==> src/rtl/seg7_pkg.sv <==
// -----------------------------------------------------------------------------
// seg7_pkg
// Shared definitions for the multiplexed 7-segment driver and its receive-side
// decoder. Segment byte order is {a,b,c,d,e,f,g,dp}, active-low.
//   GLYPHS      : segment codes for hex digits 0..F (dp bit is don't-care)
//   BLANK       : all segments off
//   digit_idx_t : index of one of the four scanned digits
//   anode_one_cold / anode_index : helpers for the active-low anode bus
// -----------------------------------------------------------------------------
package seg7_pkg;

    localparam int NUM_DIGITS = 4;

    localparam logic [7:0] GLYPHS [16] = '{
        8'h03, 8'h9F, 8'h25, 8'h0D,   // 0 1 2 3
        8'h99, 8'h49, 8'h41, 8'h1F,   // 4 5 6 7
        8'h01, 8'h09, 8'h11, 8'hC1,   // 8 9 A b
        8'hE5, 8'h85, 8'h61, 8'h71    // c d E F
    };

    localparam logic [7:0] BLANK = 8'hFF;

    typedef logic [1:0] digit_idx_t;

    // True when exactly one anode line is driven low.
    function automatic logic anode_one_cold(input logic [3:0] an);
        return an inside {4'b1110, 4'b1101, 4'b1011, 4'b0111};
    endfunction

    // Digit selected by a one-cold anode; only meaningful when anode_one_cold().
    function automatic digit_idx_t anode_index(input logic [3:0] an);
        case (an)
            4'b1101: return 2'd1;
            4'b1011: return 2'd2;
            4'b0111: return 2'd3;
            default: return 2'd0;
        endcase
    endfunction

endpackage

==> src/rtl/seg7_to_hex.sv <==
// -----------------------------------------------------------------------------
// seg7_to_hex
// Combinational reverse lookup of a 7-segment pattern (dp excluded).
//   seg   in  [6:0] : segments {a,b,c,d,e,f,g}, active-low
//   hit   out       : pattern is one of the sixteen legal glyphs
//   value out [3:0] : hex value of the matching glyph (0 when no hit)
// -----------------------------------------------------------------------------
module seg7_to_hex
    import seg7_pkg::*;
(
    input  logic [6:0] seg,
    output logic       hit,
    output logic [3:0] value
);

    always_comb begin
        // NOTE: defaults first so every path assigns both outputs; no latch.
        hit   = 1'b0;
        value = 4'h0;
        for (int i = 0; i < 16; i++) begin
            if (seg == GLYPHS[i][7:1]) begin
                hit   = 1'b1;
                value = 4'(i);
            end
        end
    end

endmodule

==> src/rtl/seg_scan_decoder.sv <==
// -----------------------------------------------------------------------------
// seg_scan_decoder
// Recovers the four digits shown on a multiplexed 7-segment display by
// watching its segment and anode lines.
//   clk, rst_n        : clock (rising edge), asynchronous active-low reset
//   seg_in  [7:0]     : active-low segments {a,b,c,d,e,f,g,dp}
//   an_in   [3:0]     : active-low one-cold digit enables (1110 = digit 0)
//   bcd0..bcd3 [3:0]  : last successfully decoded value of each digit
//   digit_valid [3:0] : digit decoded since reset / last watchdog timeout
//   pattern_err [3:0] : most recent capture of the digit was not a glyph
//   frame_done        : one-cycle pulse when all four digits have been seen
//   active            : scan alive; cleared by the no-capture watchdog
// -----------------------------------------------------------------------------
module seg_scan_decoder
    import seg7_pkg::*;
#(
    parameter int STABLE_CYCLES = 16,
    parameter int TIMEOUT_BITS  = 18
) (
    input  logic       clk,
    input  logic       rst_n,
    input  logic [7:0] seg_in,
    input  logic [3:0] an_in,
    output logic [3:0] bcd0,
    output logic [3:0] bcd1,
    output logic [3:0] bcd2,
    output logic [3:0] bcd3,
    output logic [3:0] digit_valid,
    output logic [3:0] pattern_err,
    output logic       frame_done,
    output logic       active
);

    localparam logic [7:0] CNT_LAST = 8'(STABLE_CYCLES - 1);
    localparam logic [7:0] CNT_SAT  = 8'(STABLE_CYCLES);

    logic [11:0]             sync1, s, p;
    logic [7:0]              cnt;
    logic                    capture, valid_cap;
    digit_idx_t              k;
    logic [3:0]              k_mask;
    logic                    hit;
    logic [3:0]              value;
    logic [3:0]              bcd_q [NUM_DIGITS];
    logic [3:0]              seen;
    logic [TIMEOUT_BITS-1:0] wd_cnt;
    logic                    wd_term;

    // Two-flop synchronizer for {an_in, seg_in}.
    // NOTE: sequential state uses non-blocking assignments so every flop
    // samples the pre-edge value of its source.
    always_ff @(posedge clk or negedge rst_n) begin
        if (!rst_n) begin
            sync1 <= '0;
            s     <= '0;
        end else begin
            sync1 <= {an_in, seg_in};
            s     <= sync1;
        end
    end

    // Stability tracker: count saturates, so a long stable interval yields a
    // single capture.
    always_ff @(posedge clk or negedge rst_n) begin
        if (!rst_n) begin
            p   <= '0;
            cnt <= '0;
        end else if (s != p) begin
            p   <= s;
            cnt <= '0;
        end else if (cnt != CNT_SAT) begin
            cnt <= cnt + 8'd1;
        end
    end

    assign capture   = (s == p) && (cnt == CNT_LAST);
    assign valid_cap = capture && anode_one_cold(s[11:8]);
    assign k         = anode_index(s[11:8]);
    assign k_mask    = ~s[11:8];
    assign wd_term   = &wd_cnt;

    seg7_to_hex u_lookup (
        .seg   (s[7:1]),
        .hit   (hit),
        .value (value)
    );

    // Capture registers, frame mask and watchdog. A capture takes priority
    // over the terminal count; the watchdog saturates once expired.
    always_ff @(posedge clk or negedge rst_n) begin
        if (!rst_n) begin
            // NOTE: the digit array is reset explicitly because its reset
            // value is visible on the outputs.
            for (int i = 0; i < NUM_DIGITS; i++) bcd_q[i] <= 4'h0;
            digit_valid <= '0;
            pattern_err <= '0;
            seen        <= '0;
            frame_done  <= 1'b0;
            active      <= 1'b0;
            wd_cnt      <= '0;
        end else begin
            frame_done <= 1'b0;
            if (valid_cap) begin
                wd_cnt <= '0;
                active <= 1'b1;
                if (hit) begin
                    bcd_q[k]       <= value;
                    digit_valid[k] <= 1'b1;
                    pattern_err[k] <= 1'b0;
                end else begin
                    pattern_err[k] <= 1'b1;
                end
                if ((seen | k_mask) == 4'hF) begin
                    frame_done <= 1'b1;
                    seen       <= '0;
                end else begin
                    seen <= seen | k_mask;
                end
            end else if (wd_term) begin
                digit_valid <= '0;
                seen        <= '0;
                active      <= 1'b0;
            end else begin
                wd_cnt <= wd_cnt + 1'b1;
            end
        end
    end

    assign bcd0 = bcd_q[0];
    assign bcd1 = bcd_q[1];
    assign bcd2 = bcd_q[2];
    assign bcd3 = bcd_q[3];

endmodule

==> config.mk <==
export PLATFORM = sky130hd
export DESIGN_NAME = seg_scan_decoder
export DESIGN_NICKNAME = d
export VERILOG_FILES = /design/src/rtl/seg7_pkg.sv /design/src/rtl/seg7_to_hex.sv /design/src/rtl/seg_scan_decoder.sv
export SDC_FILE = /design/constraint.sdc
export NUM_CORES = 1
export LEC_CHECK = 0
export BUFFER_PORTS_ARGS = -buffer_cell sky130_fd_sc_hd__clkbuf_2
export CORE_MARGIN = 5
export CORE_UTILIZATION = 50
export DETAILED_ROUTE_END_ITERATION = 16
export HOLD_SLACK_MARGIN = 0.02
export PLACE_DENSITY = 0.69
export RECOVER_POWER = 100
export SKIP_CTS_REPAIR_TIMING = 1
export SYNTH_ARGS = -nofsm -noshare
export SYNTH_HDL_FRONTEND = slang
export SYNTH_HIERARCHICAL = 1
export SYNTH_SLANG_ARGS = --single-unit
==> constraint.sdc <==
create_clock -name clk -period 6.3 [get_ports clk]
set_clock_uncertainty 0.05 [all_clocks]
set_input_delay 1.26 -clock clk [delete_from_list [all_inputs] [get_ports clk]]
set_output_delay 1.26 -clock clk [all_outputs]
set_load 0.01 [all_outputs]
## After elaboration in Yosys (flattened, before gate mapping)

Cells that the tools add are included.
Widths: inputs -> output; s select.

- Register bits after elaboration: 92
- Input port bits: 14
- Output and inout port bits: 26
- Logic and storage cells: 115

- $add $sub $neg: 2
- $lt $le $gt $ge: 4
- Eq/ne operators: 26
- Muxes and demuxes: 51
- Bitwise operators: 7
- Reductions and logical operators: 11

Operators by type and width:

| cell | number |
|---|---|
| $mux 4 | 15 |
| $mux 18 | 2 |
| $eq 7x7->1 const B | 5 |
| $eq 7x6->1 const B | 4 |
| $mux 1 | 22 |
| $add 18x1->18 const B | 1 |
| $reduce_and 18->1 | 1 |
| $bwmux 16 | 1 |
| $eq 4x4->1 const B | 4 |
| $mux 8 | 2 |
| $eq 7x3->1 const B | 2 |
| $eq 7x4->1 const B | 2 |
| $eq 12x12->1 | 1 |
| $mux 3 | 4 |
| $ne 12x12->1 | 1 |
| $or 4x4->4 | 3 |
| $add 8x1->8 const B | 1 |
| $demux 4 s2 | 1 |
| $eq 8x4->1 const B | 1 |
| $ne 8x5->1 const B | 1 |
| $not 4->4 | 2 |
| $eq 7x1->1 const B | 1 |
| $eq 7x5->1 const B | 1 |
| $logic_not 7->1 | 1 |
| other kinds (16) | 22 |

## Depth between registers and ports, before layout

Gate-level depths: netlist of run 1.

- Word-level depth: 19
- Gate-level depth with buffers: 8
- Depth with buffers taken out: 7

## Cells and area by module

Netlist of run 1, hierarchy kept.

By module, submodules not included:

| module | times used | cells an instance | area each (µm²) | sequential area each (µm²) |
|---|---|---|---|---|
| seg_scan_decoder | 1 | 322 | 3819.9 | 2302.2 |
| seg7_to_hex | 1 | 42 | 277.8 | 0.0 |

## Least setup slack after synthesis of run 1

Ideal clock, no wire load.

- Path type: register -> register
- Start: reg cnt[5]
- End: reg bcd_q (netlist bit bcd2[0])
- Arrival: 2.170 ns
- Data required time: 6.122 ns
- Slack: 3.952 ns
- Stages on the path, launching flop included: 7
- Buffers on the path: 1
- Clock period less this slack: 2.348 ns
- Cells stage by stage: dfrtp_1 > or3_1 > or3_4 > nor4_4 > and3_1 > buf_2 > mux2_1

- Longest elaborated chain between the ends: 4

Ends and longest elaborated chain:

| item | line | RTL |
|---|---|---|
| start, declared | seg_scan_decoder.sv:38 | `logic [7:0] cnt;` |
| start signal, assigned | seg_scan_decoder.sv:72 | `cnt <= cnt + 8'd1;` |
| $eq 8x4->1 | seg_scan_decoder.sv:76 | `assign capture = (s == p) && (cnt == CNT_LAST);` |
| $logic_and 1x1->1 | seg_scan_decoder.sv:76 |  |
| $logic_and 1x1->1 | seg_scan_decoder.sv:77 | `assign valid_cap = capture && anode_one_cold(s[11:8]);` |
| $reduce_and 2->1 (no line) | -- |  |
| end signal, assigned by index | seg_scan_decoder.sv:107 | `bcd_q[k] <= value;` |
| end, declared | seg_scan_decoder.sv:44 | `logic [3:0] bcd_q [NUM_DIGITS];` |

No other way between the ends.
A chain may end at the register's enable or synchronous reset.

## Worst setup path in the final report of run 1

- Start: reg cnt[5]
- End: reg wd_cnt[2]

- Longest elaborated chain between the ends: 4
- Elaborated cells on any way between the ends: 5
- Classes of those cells: eq/ne: 2; mux: 1; reduce/logical: 2

Ends and longest elaborated chain:

| item | line | RTL |
|---|---|---|
| $eq 8x4->1 * | seg_scan_decoder.sv:76 |  |
| $logic_and 1x1->1 * | seg_scan_decoder.sv:76 |  |
| $logic_and 1x1->1 * | seg_scan_decoder.sv:77 |  |
| $ne 2x2->1 (no line) / $mux 18 (equally long branches) | -- |  |
| end signal, assigned | seg_scan_decoder.sv:124 | `wd_cnt <= wd_cnt + 1'b1;` |
| end, declared | seg_scan_decoder.sv:46 | `logic [TIMEOUT_BITS-1:0] wd_cnt;` |

Mark *: on every way between the ends. The rest lies on a longest branch, timed or not.

==> results of run 1 <==
## sequential cells by signal (all words and copies together), names as in the netlist, 4 cells and up, named ones only
register / flops
s: 12
bcd3: 4
bcd2: 4
sync1: 12
cnt: 8
wd_cnt: 18
bcd0: 4
seen: 4
p: 12
bcd1: 4
digit_valid: 4
## power groups by stage
stage	clock network [uW]	logic [uW]	registers (uW)
6_report	387	41.6	614
5_1_grt	430	48.0	617
3_5_place_dp	0	44.1	626
3_3_place_gp	0	43.2	625
4_1_cts	404	44.5	614
2_1_floorplan	0	31.0	619
## how the worst max path moves through the flow
stage	startpoint	to	slack, ns
5_1_grt	rst_n	bcd0[1]	2.41
3_5_place_dp	cnt[5]	wd_cnt[3]	3.71
4_1_cts	cnt[5]	wd_cnt[2]	3.70
2_1_floorplan	cnt[5]	bcd2[0]	3.95
6_report	cnt[5]	wd_cnt[2]	2.87
3_3_place_gp	cnt[5]	bcd2[1]	3.77
## layout make-up
class | count | area [sq um]
well taps | 105 | 131
clock buffers | 9 | 124
repair buffers | 40 | 169
flip-flops and latches | 92 | 2300
clock inverters | 7 | 78.8
fillers | 729 | 3680
inverters | 9 | 33.8
multi-input cells | 234 | 1570
## cell families (layout without fill, tap and decap cells)
group,after synthesis,count (layout),synth area share (%)
AND/OR/NAND/NOR,132,132,18.3
flip-flops,92,92,56.2
multiplexers,20,20,5.44
buffers and inverters,38,65,4.37
XOR/XNOR,34,34,7.27
adder cells (fa/ha/maj),3,3,0.916
AO/OA/AOI/OAI,45,45,7.54
## critical path: stages (launching register included)
cell     delay (ns)
dfrtp_1        0.42
or3_1          0.39
or3_1          0.39
or4_1          0.69
nor2_1         1.18
nor2_1         0.15
## cell usage in the layout, fill, tap and decap left out, types with 7 or more instances in the layout
master,synthesis,final
dfrtp_1,92,92
nor2_1,27,28
clkbuf_1,19,27
nand2_1,24,24
xnor2_1,21,21
mux2_1,17,17
xor2_1,13,13
nand4_1,12,12
clkbuf_2,0,12
nand3_1,10,10
nor2_2,10,10
o21ai_0,10,10
and3_1,10,10
inv_1,9,9
clkbuf_8,0,9
nor3_1,8,8
nor4_1,5,7
## layer usage
layer	up-vias	track usage [%]	wire, um	share of wire (%)
met5	-	0	0	0
met3	8	4.78	375	5.3
met4	0	5.80	100	1.4
met1	1287	21.5	3300	46
li1	1304	-	-	-
met2	63	23.9	3360	47
## through the flow
step | power (uW) | utilization (%)
floorplan | 650 | -
global placement | 669 | 53.0
detailed placement | 670 | 53.0
CTS | 1060 | 55.5
global route | 1090 | 54.5
finish | 1040 | 54.5
==> impl_metrics.env, run 1 <==
export IMPL_cts_tree="done"
export IMPL_synth_seq_cells=92
export IMPL_synth_top_area_cell="dfrtp_1"
export IMPL_syn_area_sq_um=4100
export IMPL_status="finished with violations"
export IMPL_rsz0062_at_grt="no"
export IMPL_p_sw_share_pct=25.8
export IMPL_crit_path_end_kind="flip-flop"
export IMPL_drtIter0Drc=74
export IMPL_num_vias=2662
export IMPL_cp_required_ns=6.44
export IMPL_ys_flop_type="dfrtp_1"
export IMPL_cts_sinks=92
export IMPL_min_path_cells=0
export IMPL_post_synth_top_count_cell="dfrtp_1"
export IMPL_place_hpwl_mm=4.99
export IMPL_avgSynthCellArea_sq_um=11.3
export IMPL_hold_path_class="reg2reg"
export IMPL_drv_cap=2
export IMPL_rr_startpoint="cnt[5]"
export IMPL_io_buffers=39
export IMPL_ys_types=57
export IMPL_period_needed_ns=3.43
export IMPL_final_cells=496
export IMPL_synth_top_cell_area_share_pct=56.2
export IMPL_dp_cells=480
export IMPL_antenna_found_initial=0
export IMPL_setup_viol=0
export IMPL_leakage_uw=0.00198
export IMPL_critPathKind="reg2reg"
export IMPL_clock_power_share_pct=37.1
export IMPL_path_max_fanout=18
export IMPL_grt_overflow_total=0
export IMPL_seq_power_share_pct=58.9
export IMPL_synth_edf_count=0
export IMPL_clock_tree_root_cell="clkbuf_8"
export IMPL_h_tree_depth=3
export IMPL_async_flop_share_pct=100
export IMPL_fin_area_sq_um=4410
export IMPL_nets=403
export IMPL_fmax_mhz=292
export IMPL_whs_ns=0.298
export IMPL_power_density_nw_per_um2=236
export IMPL_drive_gt1_share_pct=11.8
export IMPL_clk_pin_slew_ns=0.10
export IMPL_first_pass_iters=4
export IMPL_syn_nets=381
export IMPL_p_comb_share_pct=4.0
export IMPL_rrSetupSlack_ns=2.87
export IMPL_arrival_ns=3.57
export IMPL_violations="max-capacitance violations, max-slew violations"
export IMPL_reg2regPathDepth=5
export IMPL_die_area_sq_um=10100
export IMPL_ys_top_cells_by_area="dfrtp_1 56%, mux2_1 4.7%, xnor2_1 4.5%"
export IMPL_wl_per_cell_um=14.4
export IMPL_grt_pass1_vias=2564
export IMPL_peakVddDrop_mv=0.155
export IMPL_dp_slack_ns=3.71
export IMPL_drv_slew=66
export IMPL_yosys_top_cells_count="92 x dfrtp_1, 27 x nor2_1, 24 x nand2_1"
export IMPL_remaining_drc_errors=0
export IMPL_synthCells=364
export IMPL_postRouteAntennaNets=0
export IMPL_initial_core_util_pct=50.6
export IMPL_fp_dieW_um=101
export IMPL_gp_congestion=0.827
export IMPL_worst_pin_slew_ns=2.38
export IMPL_std_cell_rows=33
export IMPL_p_switching_uw=269
export IMPL_min_delay_start="sync1[9]"
export IMPL_period_share_pct=54.4
export IMPL_setup_slack_ns=2.87
export IMPL_slew_headroom_pct=-58.8
export IMPL_grt_pass1_wl_mm=12.4
export IMPL_hold_viol=0
export IMPL_num_antenna_cells=0
export IMPL_pin_count=40
export IMPL_yosysSeqAreaShare_pct=56.2
export IMPL_min_delay_worst_endpoint="s[9]"
export IMPL_startpoint_type="flip-flop"
export IMPL_clk_path_buf_depth=2
export IMPL_fin_setup_tns_ns=0
export IMPL_internal_power_uw=775
export IMPL_clk_latency_ns=0.37
export IMPL_die_y_um=101
export IMPL_syn_to_final_growth_pct=7.69
export IMPL_cts_buffers=9
export IMPL_worstReg2RegEnd="wd_cnt[2]"
export IMPL_grt_usage_pct=15.7
export IMPL_placed_area_sq_um=4290
export IMPL_via_per_inst=5.37
export IMPL_grt_max_degree=48
export IMPL_core_sq_um=8090
export IMPL_yosysWarnings=6
export IMPL_drt_wl_total_mm=7.14
Note: power is estimated with default switching activity, not from simulation.
==> run 2, diff against run 1 <==
--- a/config.mk
+++ b/config.mk
@@ -5,12 +5,13 @@
 export SDC_FILE = /design/constraint.sdc
 export NUM_CORES = 1
 export LEC_CHECK = 0
+export ABC_AREA = 1
 export BUFFER_PORTS_ARGS = -buffer_cell sky130_fd_sc_hd__clkbuf_2
 export CORE_MARGIN = 5
 export CORE_UTILIZATION = 50
 export DETAILED_ROUTE_END_ITERATION = 16
 export HOLD_SLACK_MARGIN = 0.02
-export PLACE_DENSITY = 0.69
+export PLACE_DENSITY = 0.72
 export RECOVER_POWER = 100
 export SKIP_CTS_REPAIR_TIMING = 1
 export SYNTH_ARGS = -nofsm -noshare
==> constraint.sdc (replaced) <==
create_clock -name clk -period 3.14 [get_ports clk]
set_clock_uncertainty 0.05 [all_clocks]
set_input_delay 0.628 -clock clk [delete_from_list [all_inputs] [get_ports clk]]
set_output_delay 0.628 -clock clk [all_outputs]
set_load 0.01 [all_outputs]
==> run 2 against run 1 <==
Effect of this change:
- largest power group unchanged
- the run still ends with max-capacitance violations, max-slew violations left
- core utilization rose by 0.70 points
- flip-flop and latch count unchanged
- setup slack got worse by 2.4 ns
- clock power increased by 130%
- critical endpoint is now seen[0]
- via count grew 26%
- sequential share of layout area down 3.9 points
- routed wire length up 16%
- combinational power grew 130%
- first-iteration DRC count rose by 140%
==> impl_metrics.env, run 2 <==
export IMPL_post_synth_top_count_cell="nand2_1"
export IMPL_nets=566
export IMPL_status="finished with violations"
export IMPL_clock_tree_root_cell="clkbuf_8"
export IMPL_grt_overflow_total=0
export IMPL_ys_flop_type="dfrtp_1"
export IMPL_fmax_mhz=375
export IMPL_peakVddDrop_mv=0.288
export IMPL_synthCells=516
export IMPL_synth_seq_cells=92
export IMPL_path_max_fanout=27
export IMPL_startpoint_type="flip-flop"
export IMPL_synth_xor_area_share_pct=1.80
export IMPL_cp_required_ns=3.34
export IMPL_setup_slack_ns=0.473
export IMPL_synth_compound_area_share_pct=5.29
export IMPL_synth_top_cell_area_share_pct=52.7
export IMPL_first_pass_iters=4
export IMPL_wl_per_cell_um=12.5
export IMPL_drtIter0Drc=178
export IMPL_dp_slack_ns=0.790
export IMPL_p_switching_uw=508
export IMPL_place_hpwl_mm=6.17
export IMPL_postRouteAntennaNets=0
export IMPL_drive_gt1_share_pct=10.8
export IMPL_avgSynthCellArea_sq_um=8.47
export IMPL_drv_slew=43
export IMPL_yosys_top_cells_count="138 x nand2_1, 92 x dfrtp_1, 62 x inv_1"
export IMPL_cts_buffers=9
export IMPL_worst_pin_slew_ns=2.24
export IMPL_std_cell_rows=34
export IMPL_h_tree_depth=3
export IMPL_period_needed_ns=2.67
export IMPL_violations="max-capacitance violations, max-slew violations"
export IMPL_power_density_nw_per_um2=462
export IMPL_slew_headroom_pct=-49.1
export IMPL_synth_area_mux_share_pct=0
export IMPL_multiInputGateArea_sq_um=1670
export IMPL_fp_dieW_um=104
export IMPL_clk_pin_slew_ns=0.10
export IMPL_yosysSeqAreaShare_pct=52.7
export IMPL_cts_tree="done"
export IMPL_initial_core_util_pct=50.6
export IMPL_leakage_uw=0.00245
export IMPL_pin_count=40
export IMPL_yosys_area_share_simple_pct=31.5
export IMPL_dp_cells=646
export IMPL_syn_to_final_growth_pct=9.10
export IMPL_core_sq_um=8640
export IMPL_arrival_ns=2.87
export IMPL_yosysWarnings=6
export IMPL_die_y_um=104
export IMPL_layout_common_cells="139 x nand2_1, 92 x dfrtp_1, 62 x inv_1"
export IMPL_fin_setup_tns_ns=0
export IMPL_gp_congestion=0.996
export IMPL_drv_cap=1
export IMPL_final_cells=662
export IMPL_grt_pass1_wl_mm=15.4
export IMPL_clock_power_share_pct=39.9
export IMPL_grt_pass1_vias=3344
export IMPL_remaining_drc_errors=0
export IMPL_grt_max_degree=51
export IMPL_synth_top_family_by_area="simple AND/OR/NAND/NOR gates"
export IMPL_rsz0062_at_grt="no"
export IMPL_cts_sinks=92
export IMPL_clk_latency_ns=0.36
export IMPL_synthAdderAreaFrac_pct=0.859
export IMPL_ys_types=38
export IMPL_grt_usage_pct=16.9
export IMPL_crit_path_end_kind="flip-flop"
export IMPL_p_sw_share_pct=23.1
export IMPL_final_fill_count=804
export IMPL_synth_edf_count=0
export IMPL_clk_path_buf_depth=2
export IMPL_die_area_sq_um=10700
export IMPL_syn_area_sq_um=4370
export IMPL_num_vias=3349
export IMPL_seq_power_share_pct=55.7
export IMPL_antenna_found_initial=0
export IMPL_syn_nets=533
export IMPL_final_common_cell="nand2_1"
export IMPL_via_per_inst=5.06
export IMPL_num_antenna_cells=0
export IMPL_internal_power_uw=1690
export IMPL_ys_top_cells_by_area="dfrtp_1 53%, nand2_1 12%, inv_1 5.3%"
export IMPL_top_register="wd_cnt"
export IMPL_drt_wl_total_mm=8.31
export IMPL_hold_path_class="reg2reg"
export IMPL_period_share_pct=84.9
export IMPL_p_comb_share_pct=4.4
export IMPL_synth_top_area_cell="dfrtp_1"
export IMPL_async_flop_share_pct=100
export IMPL_hold_viol=0
export IMPL_seqCellArea_sq_um=2300
export IMPL_setup_viol=0
export IMPL_largest_reg_flops=18
export IMPL_io_buffers=39
export IMPL_critPathKind="reg2reg"
run 2: cells by family (layout without fill, tap and decap cells):
| family | after synthesis | in the layout |
|---|---|---|
| fa+ha+maj | 3 | 3 |
| xor+xnor | 9 | 9 |
| simple gates | 286 | 286 |
| buf+inv | 86 | 124 |
| compound gates | 40 | 40 |
| flops | 92 | 92 |
run 2: per-layer routing:
layer	vias to the layer above	track usage, %	part of all wire [%]
li1	1699	-	-
met1	1567	23.4	47
met2	71	26.3	47
met3	12	3.54	4.7
met4	0	6.28	1.3
met5	-	0	0
run 2: power by group through the flow:
stage	logic [uW]	clock network, uW	registers, uW
finish	96.9	878	1230
floorplan	61.5	0	1250
global placement	97.7	0	1250
detailed placement	101	0	1250
CTS	101	906	1230
global route	115	954	1230
run 2: path summary, 6_finish.rpt:
kind                          start         to  slack [ns]  cells past startpoint
min                        sync1[4]       s[4]        0.30                      0
max reg2reg                    s[1]    seen[0]        0.47                     10
max                            s[1]    seen[0]        0.47                     10
min in group asynchronous     rst_n     cnt[2]        0.86                      1
min reg2reg                sync1[4]       s[4]        0.30                      0
max in group asynchronous     rst_n  wd_cnt[1]        0.89                      1
run 2: cell type report:
type,instances,area share [%]
multi-input combinational,338,35.1
timing repair buffer,40,3.80
sequential,92,48.3
clock buffer,10,2.68
clock inverter,6,1.99
tap,108,2.83
inverter,68,5.35
run 2: critical path, cell delays in order, from the launching register on:
cell and delay, ns:
dfrtp_1 0.46, inv_1 0.08, nand2_1 0.05, nand2_1 0.05, nand2_1 0.05, nor2_1 0.22, nand3_1 0.31, nor2_2 0.83
nor2_1 0.27, nand2_1 0.12, nand2_1 0.06
run 2: metrics by stage:
stage          total power [uW]  util, %  hold WS [ns]  instance area (sq um)
3_3_place_gp               1350     53.7         0.282                   4630
4_1_cts                    2230     56.2         0.198                   4860
6_report                   2200     55.2         0.305                   4770
5_1_grt                    2300     55.2         0.296                   4770
3_5_place_dp               1350     53.7         0.289                   4630
2_1_floorplan              1310        -         0.281                   4370
